<file path="config.mk">
export PLATFORM = sky130hd
export DESIGN_NAME = multicycle_control_fsm_flat
export DESIGN_NICKNAME = d
export VERILOG_FILES = /design/src/rtl/multicycle_control_fsm_if.sv /design/src/rtl/multicycle_control_fsm.sv /design/src/flat_wrapper.sv
export SDC_FILE = /design/constraint.sdc
export NUM_CORES = 1
export LEC_CHECK = 0
export CAP_MARGIN = 10
export CORE_AREA = 2 2 54 56
export CTS_CLUSTER_DIAMETER = 120
export DETAILED_ROUTE_END_ITERATION = 10
export DIE_AREA = 0 0 56 58
export PLACE_DENSITY = 0.73
export SYNTH_ARGS = -nofsm -noshare
export SYNTH_HDL_FRONTEND = slang
export SYNTH_SLANG_ARGS = --single-unit
</file>
<file path="constraint.sdc">
create_clock -name clk -period 1.55 [get_ports clk]
set_clock_uncertainty 0.05 [all_clocks]
set_input_delay 0.31 -clock clk [delete_from_list [all_inputs] [get_ports clk]]
set_output_delay 0.31 -clock clk [all_outputs]
set_load 0.005 [all_outputs]
</file>
<file path="src/rtl/multicycle_control_fsm_if.sv">
// Bundles the instruction fields, memory handshake and datapath strobes
// exchanged between the multi-cycle MIPS controller and its datapath.
interface multicycle_control_fsm_if;
    logic [5:0] opcode;
    logic [5:0] funct;
    logic       zero;
    logic       mem_ready;
    logic       ir_load;
    logic       pc_write;
    logic       pc_write_cond;
    logic       iord;
    logic       mem_read;
    logic       mem_write;
    logic       mem_to_reg;
    logic       reg_dst;
    logic       reg_write;
    logic       alu_src_a;
    logic [1:0] alu_src_b;
    logic [1:0] alu_op;
    logic [1:0] pc_source;
    logic [3:0] state;
    logic       illegal;
    logic       mem_timeout;

    // Controller side: consumes decoded fields and memory status, drives strobes.
    modport master (
        input  opcode, funct, zero, mem_ready,
        output ir_load, pc_write, pc_write_cond, iord, mem_read, mem_write,
               mem_to_reg, reg_dst, reg_write, alu_src_a, alu_src_b, alu_op,
               pc_source, state, illegal, mem_timeout
    );

    // Datapath side: supplies decoded fields and memory status, obeys strobes.
    modport slave (
        output opcode, funct, zero, mem_ready,
        input  ir_load, pc_write, pc_write_cond, iord, mem_read, mem_write,
               mem_to_reg, reg_dst, reg_write, alu_src_a, alu_src_b, alu_op,
               pc_source, state, illegal, mem_timeout
    );
endinterface

</file>
<file path="src/rtl/multicycle_control_fsm.sv">
// Multi-cycle MIPS main controller with memory-wait watchdog.
// Optional macro ILLEGAL_TRAP_EN: unsupported opcodes halt with a sticky illegal flag.
module multicycle_control_fsm #(
    parameter int MEM_WAIT_MAX = 15,
    parameter int WAIT_CNT_W   = 8
) (
    input  logic                      clk,
    input  logic                      rst_n,
    multicycle_control_fsm_if.master  bus
);

    typedef enum logic [3:0] {
        FETCH     = 4'd0,
        DECODE    = 4'd1,
        MEM_ADDR  = 4'd2,
        MEM_READ  = 4'd3,
        MEM_WB    = 4'd4,
        MEM_WRITE = 4'd5,
        EXECUTE   = 4'd6,
        ALU_WB    = 4'd7,
        BRANCH    = 4'd8,
        ADDI_EX   = 4'd9,
        ADDI_WB   = 4'd10,
        JUMP      = 4'd11,
        HALT      = 4'd12
    } state_e;

    localparam logic [5:0] OP_RTYPE = 6'b000000;
    localparam logic [5:0] OP_J     = 6'b000010;
    localparam logic [5:0] OP_BEQ   = 6'b000100;
    localparam logic [5:0] OP_ADDI  = 6'b001000;
    localparam logic [5:0] OP_LW    = 6'b100011;
    localparam logic [5:0] OP_SW    = 6'b101011;

    localparam logic [WAIT_CNT_W-1:0] WAIT_LIMIT = WAIT_CNT_W'(MEM_WAIT_MAX);

    state_e                state_q, state_d;
    logic [WAIT_CNT_W-1:0] wait_cnt_q, wait_cnt_d;
    logic                  illegal_q, illegal_d;
    logic                  mem_timeout_q, mem_timeout_d;

    logic                  in_mem_state;
    logic                  timeout_hit;

    // Field decode of funct and the zero flag live in ALU control and the PC
    // write logic; the controller only passes them by.
    logic unused_inputs;
    assign unused_inputs = ^{bus.funct, bus.zero};

    // Memory handshake: a request (mem_read/mem_write) is held steady while the
    // controller sits in a memory state; the access completes on the first
    // cycle mem_ready is sampled high, and the state advances on that edge.
    assign in_mem_state = (state_q == FETCH) || (state_q == MEM_READ) ||
                          (state_q == MEM_WRITE);
    assign timeout_hit  = in_mem_state && !bus.mem_ready && (wait_cnt_q == WAIT_LIMIT);

    always_comb begin
        wait_cnt_d = '0;
        if (in_mem_state && !bus.mem_ready && !timeout_hit) begin
            wait_cnt_d = wait_cnt_q + 1'b1;
        end
    end

    always_comb begin
        state_d       = state_q;
        mem_timeout_d = mem_timeout_q;
`ifdef ILLEGAL_TRAP_EN
        illegal_d     = illegal_q;
`else
        illegal_d     = 1'b0;
`endif
        case (state_q)
            FETCH: begin
                if (bus.mem_ready) begin
                    state_d = DECODE;
                end
            end
            DECODE: begin
                case (bus.opcode)
                    OP_LW, OP_SW: state_d = MEM_ADDR;
                    OP_RTYPE:     state_d = EXECUTE;
                    OP_BEQ:       state_d = BRANCH;
                    OP_ADDI:      state_d = ADDI_EX;
                    OP_J:         state_d = JUMP;
                    default: begin
                        illegal_d = 1'b1;
`ifdef ILLEGAL_TRAP_EN
                        state_d   = HALT;
`else
                        state_d   = FETCH;
`endif
                    end
                endcase
            end
            MEM_ADDR:  state_d = (bus.opcode == OP_SW) ? MEM_WRITE : MEM_READ;
            MEM_READ: begin
                if (bus.mem_ready) begin
                    state_d = MEM_WB;
                end
            end
            MEM_WB:    state_d = FETCH;
            MEM_WRITE: begin
                if (bus.mem_ready) begin
                    state_d = FETCH;
                end
            end
            EXECUTE:   state_d = ALU_WB;
            ALU_WB:    state_d = FETCH;
            BRANCH:    state_d = FETCH;
            ADDI_EX:   state_d = ADDI_WB;
            ADDI_WB:   state_d = FETCH;
            JUMP:      state_d = FETCH;
            HALT:      state_d = HALT;
            default:   state_d = FETCH;
        endcase

        // A stalled access overrides any normal transition.
        if (timeout_hit) begin
            state_d       = HALT;
            mem_timeout_d = 1'b1;
        end
    end

    always_ff @(posedge clk or negedge rst_n) begin
        if (!rst_n) begin
            state_q       <= FETCH;
            wait_cnt_q    <= '0;
            illegal_q     <= 1'b0;
            mem_timeout_q <= 1'b0;
        end else begin
            state_q       <= state_d;
            wait_cnt_q    <= wait_cnt_d;
            illegal_q     <= illegal_d;
            mem_timeout_q <= mem_timeout_d;
        end
    end

    logic       ir_load_s;
    logic       pc_write_s;
    logic       pc_write_cond_s;
    logic       iord_s;
    logic       mem_read_s;
    logic       mem_write_s;
    logic       mem_to_reg_s;
    logic       reg_dst_s;
    logic       reg_write_s;
    logic       alu_src_a_s;
    logic [1:0] alu_src_b_s;
    logic [1:0] alu_op_s;
    logic [1:0] pc_source_s;

    // Moore decode of the registered state; only FETCH looks at mem_ready so
    // the IR and PC capture on the exact cycle the fetch completes.
    always_comb begin
        ir_load_s       = 1'b0;
        pc_write_s      = 1'b0;
        pc_write_cond_s = 1'b0;
        iord_s          = 1'b0;
        mem_read_s      = 1'b0;
        mem_write_s     = 1'b0;
        mem_to_reg_s    = 1'b0;
        reg_dst_s       = 1'b0;
        reg_write_s     = 1'b0;
        alu_src_a_s     = 1'b0;
        alu_src_b_s     = 2'b00;
        alu_op_s        = 2'b00;
        pc_source_s     = 2'b00;
        case (state_q)
            FETCH: begin
                mem_read_s  = 1'b1;
                alu_src_b_s = 2'b01;
                ir_load_s   = bus.mem_ready;
                pc_write_s  = bus.mem_ready;
            end
            DECODE: begin
                alu_src_b_s = 2'b11;
            end
            MEM_ADDR: begin
                alu_src_a_s = 1'b1;
                alu_src_b_s = 2'b10;
            end
            MEM_READ: begin
                mem_read_s = 1'b1;
                iord_s     = 1'b1;
            end
            MEM_WB: begin
                reg_write_s  = 1'b1;
                mem_to_reg_s = 1'b1;
            end
            MEM_WRITE: begin
                mem_write_s = 1'b1;
                iord_s      = 1'b1;
            end
            EXECUTE: begin
                alu_src_a_s = 1'b1;
                alu_op_s    = 2'b10;
            end
            ALU_WB: begin
                reg_write_s = 1'b1;
                reg_dst_s   = 1'b1;
            end
            BRANCH: begin
                alu_src_a_s     = 1'b1;
                alu_op_s        = 2'b01;
                pc_write_cond_s = 1'b1;
                pc_source_s     = 2'b01;
            end
            ADDI_EX: begin
                alu_src_a_s = 1'b1;
                alu_src_b_s = 2'b10;
            end
            ADDI_WB: begin
                reg_write_s = 1'b1;
            end
            JUMP: begin
                pc_write_s  = 1'b1;
                pc_source_s = 2'b10;
            end
            default: begin
            end
        endcase
    end

    assign bus.ir_load       = ir_load_s;
    assign bus.pc_write      = pc_write_s;
    assign bus.pc_write_cond = pc_write_cond_s;
    assign bus.iord          = iord_s;
    assign bus.mem_read      = mem_read_s;
    assign bus.mem_write     = mem_write_s;
    assign bus.mem_to_reg    = mem_to_reg_s;
    assign bus.reg_dst       = reg_dst_s;
    assign bus.reg_write     = reg_write_s;
    assign bus.alu_src_a     = alu_src_a_s;
    assign bus.alu_src_b     = alu_src_b_s;
    assign bus.alu_op        = alu_op_s;
    assign bus.pc_source     = pc_source_s;
    assign bus.state         = state_q;
    assign bus.illegal       = illegal_q;
    assign bus.mem_timeout   = mem_timeout_q;

endmodule

</file>
<file path="src/flat_wrapper.sv">
// flat-port wrapper written by rule: the top's interface ports become plain ports
module multicycle_control_fsm_flat 
#(
    parameter int MEM_WAIT_MAX = 15,
    parameter int WAIT_CNT_W   = 8
)
  (clk, rst_n, bus_opcode, bus_funct, bus_zero, bus_mem_ready, bus_ir_load, bus_pc_write, bus_pc_write_cond, bus_iord, bus_mem_read, bus_mem_write, bus_mem_to_reg, bus_reg_dst, bus_reg_write, bus_alu_src_a, bus_alu_src_b, bus_alu_op, bus_pc_source, bus_state, bus_illegal, bus_mem_timeout);
  multicycle_control_fsm_if bus_i ();
  input  logic clk;
  input  logic rst_n;
  input wire logic [$bits(bus_i.opcode)-1:0] bus_opcode;
  input wire logic [$bits(bus_i.funct)-1:0] bus_funct;
  input wire logic [$bits(bus_i.zero)-1:0] bus_zero;
  input wire logic [$bits(bus_i.mem_ready)-1:0] bus_mem_ready;
  output wire logic [$bits(bus_i.ir_load)-1:0] bus_ir_load;
  output wire logic [$bits(bus_i.pc_write)-1:0] bus_pc_write;
  output wire logic [$bits(bus_i.pc_write_cond)-1:0] bus_pc_write_cond;
  output wire logic [$bits(bus_i.iord)-1:0] bus_iord;
  output wire logic [$bits(bus_i.mem_read)-1:0] bus_mem_read;
  output wire logic [$bits(bus_i.mem_write)-1:0] bus_mem_write;
  output wire logic [$bits(bus_i.mem_to_reg)-1:0] bus_mem_to_reg;
  output wire logic [$bits(bus_i.reg_dst)-1:0] bus_reg_dst;
  output wire logic [$bits(bus_i.reg_write)-1:0] bus_reg_write;
  output wire logic [$bits(bus_i.alu_src_a)-1:0] bus_alu_src_a;
  output wire logic [$bits(bus_i.alu_src_b)-1:0] bus_alu_src_b;
  output wire logic [$bits(bus_i.alu_op)-1:0] bus_alu_op;
  output wire logic [$bits(bus_i.pc_source)-1:0] bus_pc_source;
  output wire logic [$bits(bus_i.state)-1:0] bus_state;
  output wire logic [$bits(bus_i.illegal)-1:0] bus_illegal;
  output wire logic [$bits(bus_i.mem_timeout)-1:0] bus_mem_timeout;
  assign bus_i.opcode = bus_opcode;
  assign bus_i.funct = bus_funct;
  assign bus_i.zero = bus_zero;
  assign bus_i.mem_ready = bus_mem_ready;
  assign bus_ir_load = bus_i.ir_load;
  assign bus_pc_write = bus_i.pc_write;
  assign bus_pc_write_cond = bus_i.pc_write_cond;
  assign bus_iord = bus_i.iord;
  assign bus_mem_read = bus_i.mem_read;
  assign bus_mem_write = bus_i.mem_write;
  assign bus_mem_to_reg = bus_i.mem_to_reg;
  assign bus_reg_dst = bus_i.reg_dst;
  assign bus_reg_write = bus_i.reg_write;
  assign bus_alu_src_a = bus_i.alu_src_a;
  assign bus_alu_src_b = bus_i.alu_src_b;
  assign bus_alu_op = bus_i.alu_op;
  assign bus_pc_source = bus_i.pc_source;
  assign bus_state = bus_i.state;
  assign bus_illegal = bus_i.illegal;
  assign bus_mem_timeout = bus_i.mem_timeout;
  multicycle_control_fsm #(.MEM_WAIT_MAX(MEM_WAIT_MAX), .WAIT_CNT_W(WAIT_CNT_W)) u_core (.clk(clk), .rst_n(rst_n), .bus(bus_i));
endmodule
</file>
* Yosys cells after proc, flatten, opt, wreduce, memory -nomap -nowiden
Index checks and enable logic that the tools add are counted.
Cells by class: muxes and demuxes 23, add/subtract/negate cells 1, reductions and logical operators 17, equality and inequality tests 21
Operators by type and width (count):
- 4-bit one-hot mux with 8 select lines | 1
- 4-bit == test, second input constant | 5
- 4-bit one-hot mux with 5 select lines | 1
- 4-bit by 3-bit == test with 1-bit output, second input constant | 4
- 4-bit 2-to-1 mux | 4
- 6-bit == test, second input constant | 2
- 1-bit 2-to-1 mux | 11
- 3-bit by 2-bit inequality test with 1-bit output, second input constant | 3
- 8-bit by 1-bit adder with 8-bit output, second input constant | 1
- 4-bit by 2-bit == test with 1-bit output, second input constant | 2
- 8-bit by 4-bit == test with 1-bit output, second input constant | 1
- 8-bit 2-to-1 mux | 1
- 2-bit one-hot mux with 2 select lines | 2
- 2-bit OR reduction | 4
- 6-bit by 2-bit == test with 1-bit output, second input constant | 1
- 6-bit by 3-bit == test with 1-bit output, second input constant | 1
- 6-bit by 4-bit == test with 1-bit output, second input constant | 1
- 6-bit logical NOT | 1
- 2-bit one-hot mux with 3 select lines | 1
- 6-bit OR reduction | 1
- 4-bit by 1-bit == test with 1-bit output, second input constant | 1
- 4-bit logical NOT | 1
- 4-bit OR reduction | 1
- 1-bit logical AND | 3
- other kinds (6) | 8
Word-level totals: input port bits 16, output and inout port bits 22, logic and storage cells 66, flip-flop bits (word level) 14

* Longest topological paths before layout
depth in word-level cells 8, depth in mapped cells 5, depth with buffers taken out 5

* Worst setup path before layout
No wires, ideal clock.
path kind reg2out, start point reg u_core.state_q[2], in the netlist u_core.bus.state[2], end point out bus_alu_op[0], path buffers 2, data required time 1190 ps, stages on the path, launching flop included 6, path slack -41 ps, arrival 1231 ps, cells stage by stage dfrtp_1 > buf_2 > inv_1 > nand2_1 > nor3_1 > buf_4
Between the ends: word-level cells in the longest chain between the ends 2, elaborated cells on any way between the ends 3, classes of those cells eq/ne: 2; mux: 1
Ends and longest elaborated chain:
- start: declaration | RTL line multicycle_control_fsm.sv:37 | state_e state_q, state_d;
- start signal: assignment | RTL line multicycle_control_fsm.sv:131 | state_q <= state_d;
- 4-bit == test or 4-bit by 3-bit == test with 1-bit output (tied branches) | RTL line multicycle_control_fsm.sv:168 | case (state_q)
- 2-bit one-hot mux with 2 select lines * | RTL line multicycle_control_fsm.sv:168
- end: declaration | RTL line flat_wrapper.sv:26 | output wire logic [$bits(bus_i.alu_op)-1:0] bus_alu_op;
Mark *: on every way between the ends. The rest lies on a longest branch, timed or not.

* Worst setup path in the final report
start point reg u_core.state_q[3], in the netlist u_core.bus.state[3], end point reg u_core.state_q[2], in the netlist u_core.bus.state[2]
Between the ends: word-level cells in the longest chain between the ends 7, elaborated cells on any way between the ends 18, classes of those cells eq/ne: 10; mux: 2; reduce/logical: 6
Ends and longest elaborated chain:
- 4-bit by 2-bit == test with 1-bit output or 4-bit logical NOT (tied branches) | RTL line multicycle_control_fsm.sv:53, multicycle_control_fsm.sv:72
- 1-bit logical OR (2 in a row) | RTL line multicycle_control_fsm.sv:53 | assign in_mem_state = (state_q == FETCH) || (state_q == MEM_READ) ||
- 1-bit logical AND (2 in a row) | RTL line multicycle_control_fsm.sv:55 | assign timeout_hit = in_mem_state && !bus.mem_ready && (wait_cnt_q == WAIT_LIMIT);
- 3-bit by 2-bit inequality test with 1-bit output (no line)
- 3-bit AND reduction (no line)
Parallel ways exist; a longest one is shown, timed or not. A chain may end at the register's enable or synchronous reset.

==> flow_summary.ini <==
[cells_and_area]
antennaDiodeCount = 0
fin_util_pct = 81.1
fin_area_sq_um = 2160
drive_above_1_share_pct = 68.0
nets = 218
finalNonFillerCells = 231
area_growth_pct = 118

[place]
io_buffer_count = 30
placed_cell_area_sq_um = 1520
dpl.cell_count = 199
place_congestion = 0.860
dp_hpwl_mm = 2.03
dp_slack_ns = -0.396

[worst_setup_path]
end_kind = flop
cp.required_ns = 1.67
start_kind = flop
ff2ff_setup_slack_ns = -0.25
criticalPathCategory = reg2reg
cp.arrival_ns = 1.93
reg2reg_from = u_core.bus.state[3]
crit_fanout = 8
critical_path.startpoint = u_core.bus.state[3]
rr_endpoint = u_core.bus.state[2]
worstSetupEndpoint = u_core.bus.state[2]
rr_worst_depth = 7

[cts]
worstSkewPairLatency_ns = 0.29
cts_buffers = 3
ctsHoldBuffers = 0
cts_buffer_depth = 2
root_buffer = clkbuf_4
cts_tree = yes
clock_sinks = 14
cts.clk_slew.worst_paths_ns = 0.09
htree_levels = 1

[route]
routed_wl_mm = 4.80
drc = 0
drtIter0Drc = 79
wl_per_cell_microns = 20.8
avgViaCountPerCell = 5.55
drtPass1Iterations = 4
dr_total_vias = 1283
ant_nets = 0

[power_and_ir_drop]
total_power_mw = 3.88
leakagePower_nw = 0.974
p_per_area_nw_per_um2 = 1800
vdd_drop_max_v = 0.00161

[floorplanning]
ioPinCount = 38
chipWidth_microns = 56
die_area_sq_um = 3250
fp.dieH_microns = 58
core_sq_um = 2660
start_util_pct = 37.1
rows = 19

[synthesis]
syn_area_per_cell_sq_um = 8.67
netlist_instances = 114
synthArstFlopShare_pct = 100
synthDistinctLibCells = 43
synth_area_leaders = dfrtp_1, nor2_1, xnor2_1
synth_top_area_share_pct = 35.4
synth-edff-count = 0
seq_area_frac_synth_pct = 35.4
synthTopCellsByCount = nor2_1, dfrtp_1, nand2_1
yosys_warnings = 0
synth.most_common_cell = nor2_1
syn-cell-area_sq_um = 988
synth_seq_cells = 14
ys.flop_type = dfrtp_1
yosysTopAreaCell = dfrtp_1
synth_nets = 131

[timing]
drv_slew = 0
fin_crit_ns = 1.80
rsz0062_at_grt = true
finalCritPeriodShare_pct = 116
relSlewSlack_pct = 78.9
maxClockFrequency_ghz = 0.555
timing.final.ws_setup_ns = -0.252
setup_viol = 29
worst_slew_pin_slew_ns = 0.315
hold_viol = 0

[grt]
grt_pass1_vias = 1249
track_usage_pct = 23.9
grt_pass1_wl_mm = 6.02
antenna_found_initial = 0
grt-ovfl-total = 0
grt_start_max_net_pins = 15

[flow_run]
max_cap_viol_count = 0

[outcome]
violations = setup timing
status = complete, but fails checks

[hold_path]
min_path_type = in2async
[layer usage]
metal / vias up / GRT usage, % / part of all wire [%]
met5: - / 0 / 0
met2: 61 / 45.7 / 52
met4: 0 / 10.2 / 4.3
met1: 623 / 27.1 / 40
li1: 578 / - / -
met3: 21 / 2.23 / 4.3
[how the worst min path moves through the flow]
| stage | start | end | slack [ns] |
|---|---|---|---|
| finish | rst_n | u_core.wait_cnt_q[1] | 0.27 |
| global route | rst_n | u_core.wait_cnt_q[1] | 0.31 |
| CTS | rst_n | u_core.wait_cnt_q[1] | 0.28 |
| detailed placement | u_core.wait_cnt_q[0] | u_core.wait_cnt_q[0] | 0.40 |
| global placement | u_core.wait_cnt_q[0] | u_core.wait_cnt_q[0] | 0.39 |
| floorplan | rst_n | u_core.bus.illegal | -0.04 |
[where the power goes]
part	total, mW	switching (mW)	internal [mW]	leakage, nW
Sequential	0.545	0.103	0.442	0.184
Clock	0.267	0.123	0.143	0.0210
Combinational	3.07	1.44	1.64	0.768
Total	3.88	1.66	2.22	0.974
[cells in the final DEF (no fill, tap or decap), drive strengths merged, types with 4 or more instances in the layout]
cell	n
and3	4
clkbuf	7
o21ai	5
dfrtp	14
xnor2	5
nand2	10
inv	5
nor3	7
nor2	20
buf	76
clkdlybuf4s50	7
xor2	5
nand3	6
[sequential cells by signal (all words and copies together) (netlist names)]
signal / cells
u_core.bus.illegal: 1
u_core.bus.mem_timeout: 1
u_core.bus.state: 4
u_core.wait_cnt_q: 8
[critical path: stages, from the launching register on]
cell and delay [ns]:
dfrtp_2 0.50, buf_6 0.16, buf_8 0.13, buf_6 0.12, nor4bb_2 0.16, a31oi_1 0.21, o211ai_1 0.20, o21a_1 0.16
[cell type report]
class / count / area, sq um
repair buffers: 89 / 810
well taps: 31 / 38.8
fillers: 149 / 503
clock buffers: 4 / 36.3
flip-flops and latches: 14 / 355
inverters: 5 / 31.3
multi-input cells: 88 / 888
[timing repair]
action                                  in CTS  in global routing
pin swaps                                   11                 26
cloned                                       0                  0
endpoints found under the setup margin      29                 32
gates resized for setup                    114                 76
setup buffers                               19                 10
[per-stage QoR]
step	setup TNS, ns	hold WS, ns
2_1_floorplan	0	-0.0356
3_3_place_gp	-4.54	0.392
3_5_place_dp	-5.45	0.399
4_1_cts	-2.98	0.275
5_1_grt	-4.81	0.313
6_report	-3.51	0.266
[cell families (layout without fill, tap and decap cells)]
kind of cell / after synthesis / after routing / share of synthesized area, %
AO/OA/AOI/OAI: 20 / 20 / 15.3
multiplexers: 1 / 1 / 1.01
flip-flops: 14 / 14 / 35.4
buffers and inverters: 12 / 98 / 7.97
AND/OR/NAND/NOR: 56 / 56 / 30.1
adder cells (fa/ha/maj): 1 / 1 / 1.27
XOR/XNOR: 10 / 10 / 8.86
(Power assumes the default switching activity.)
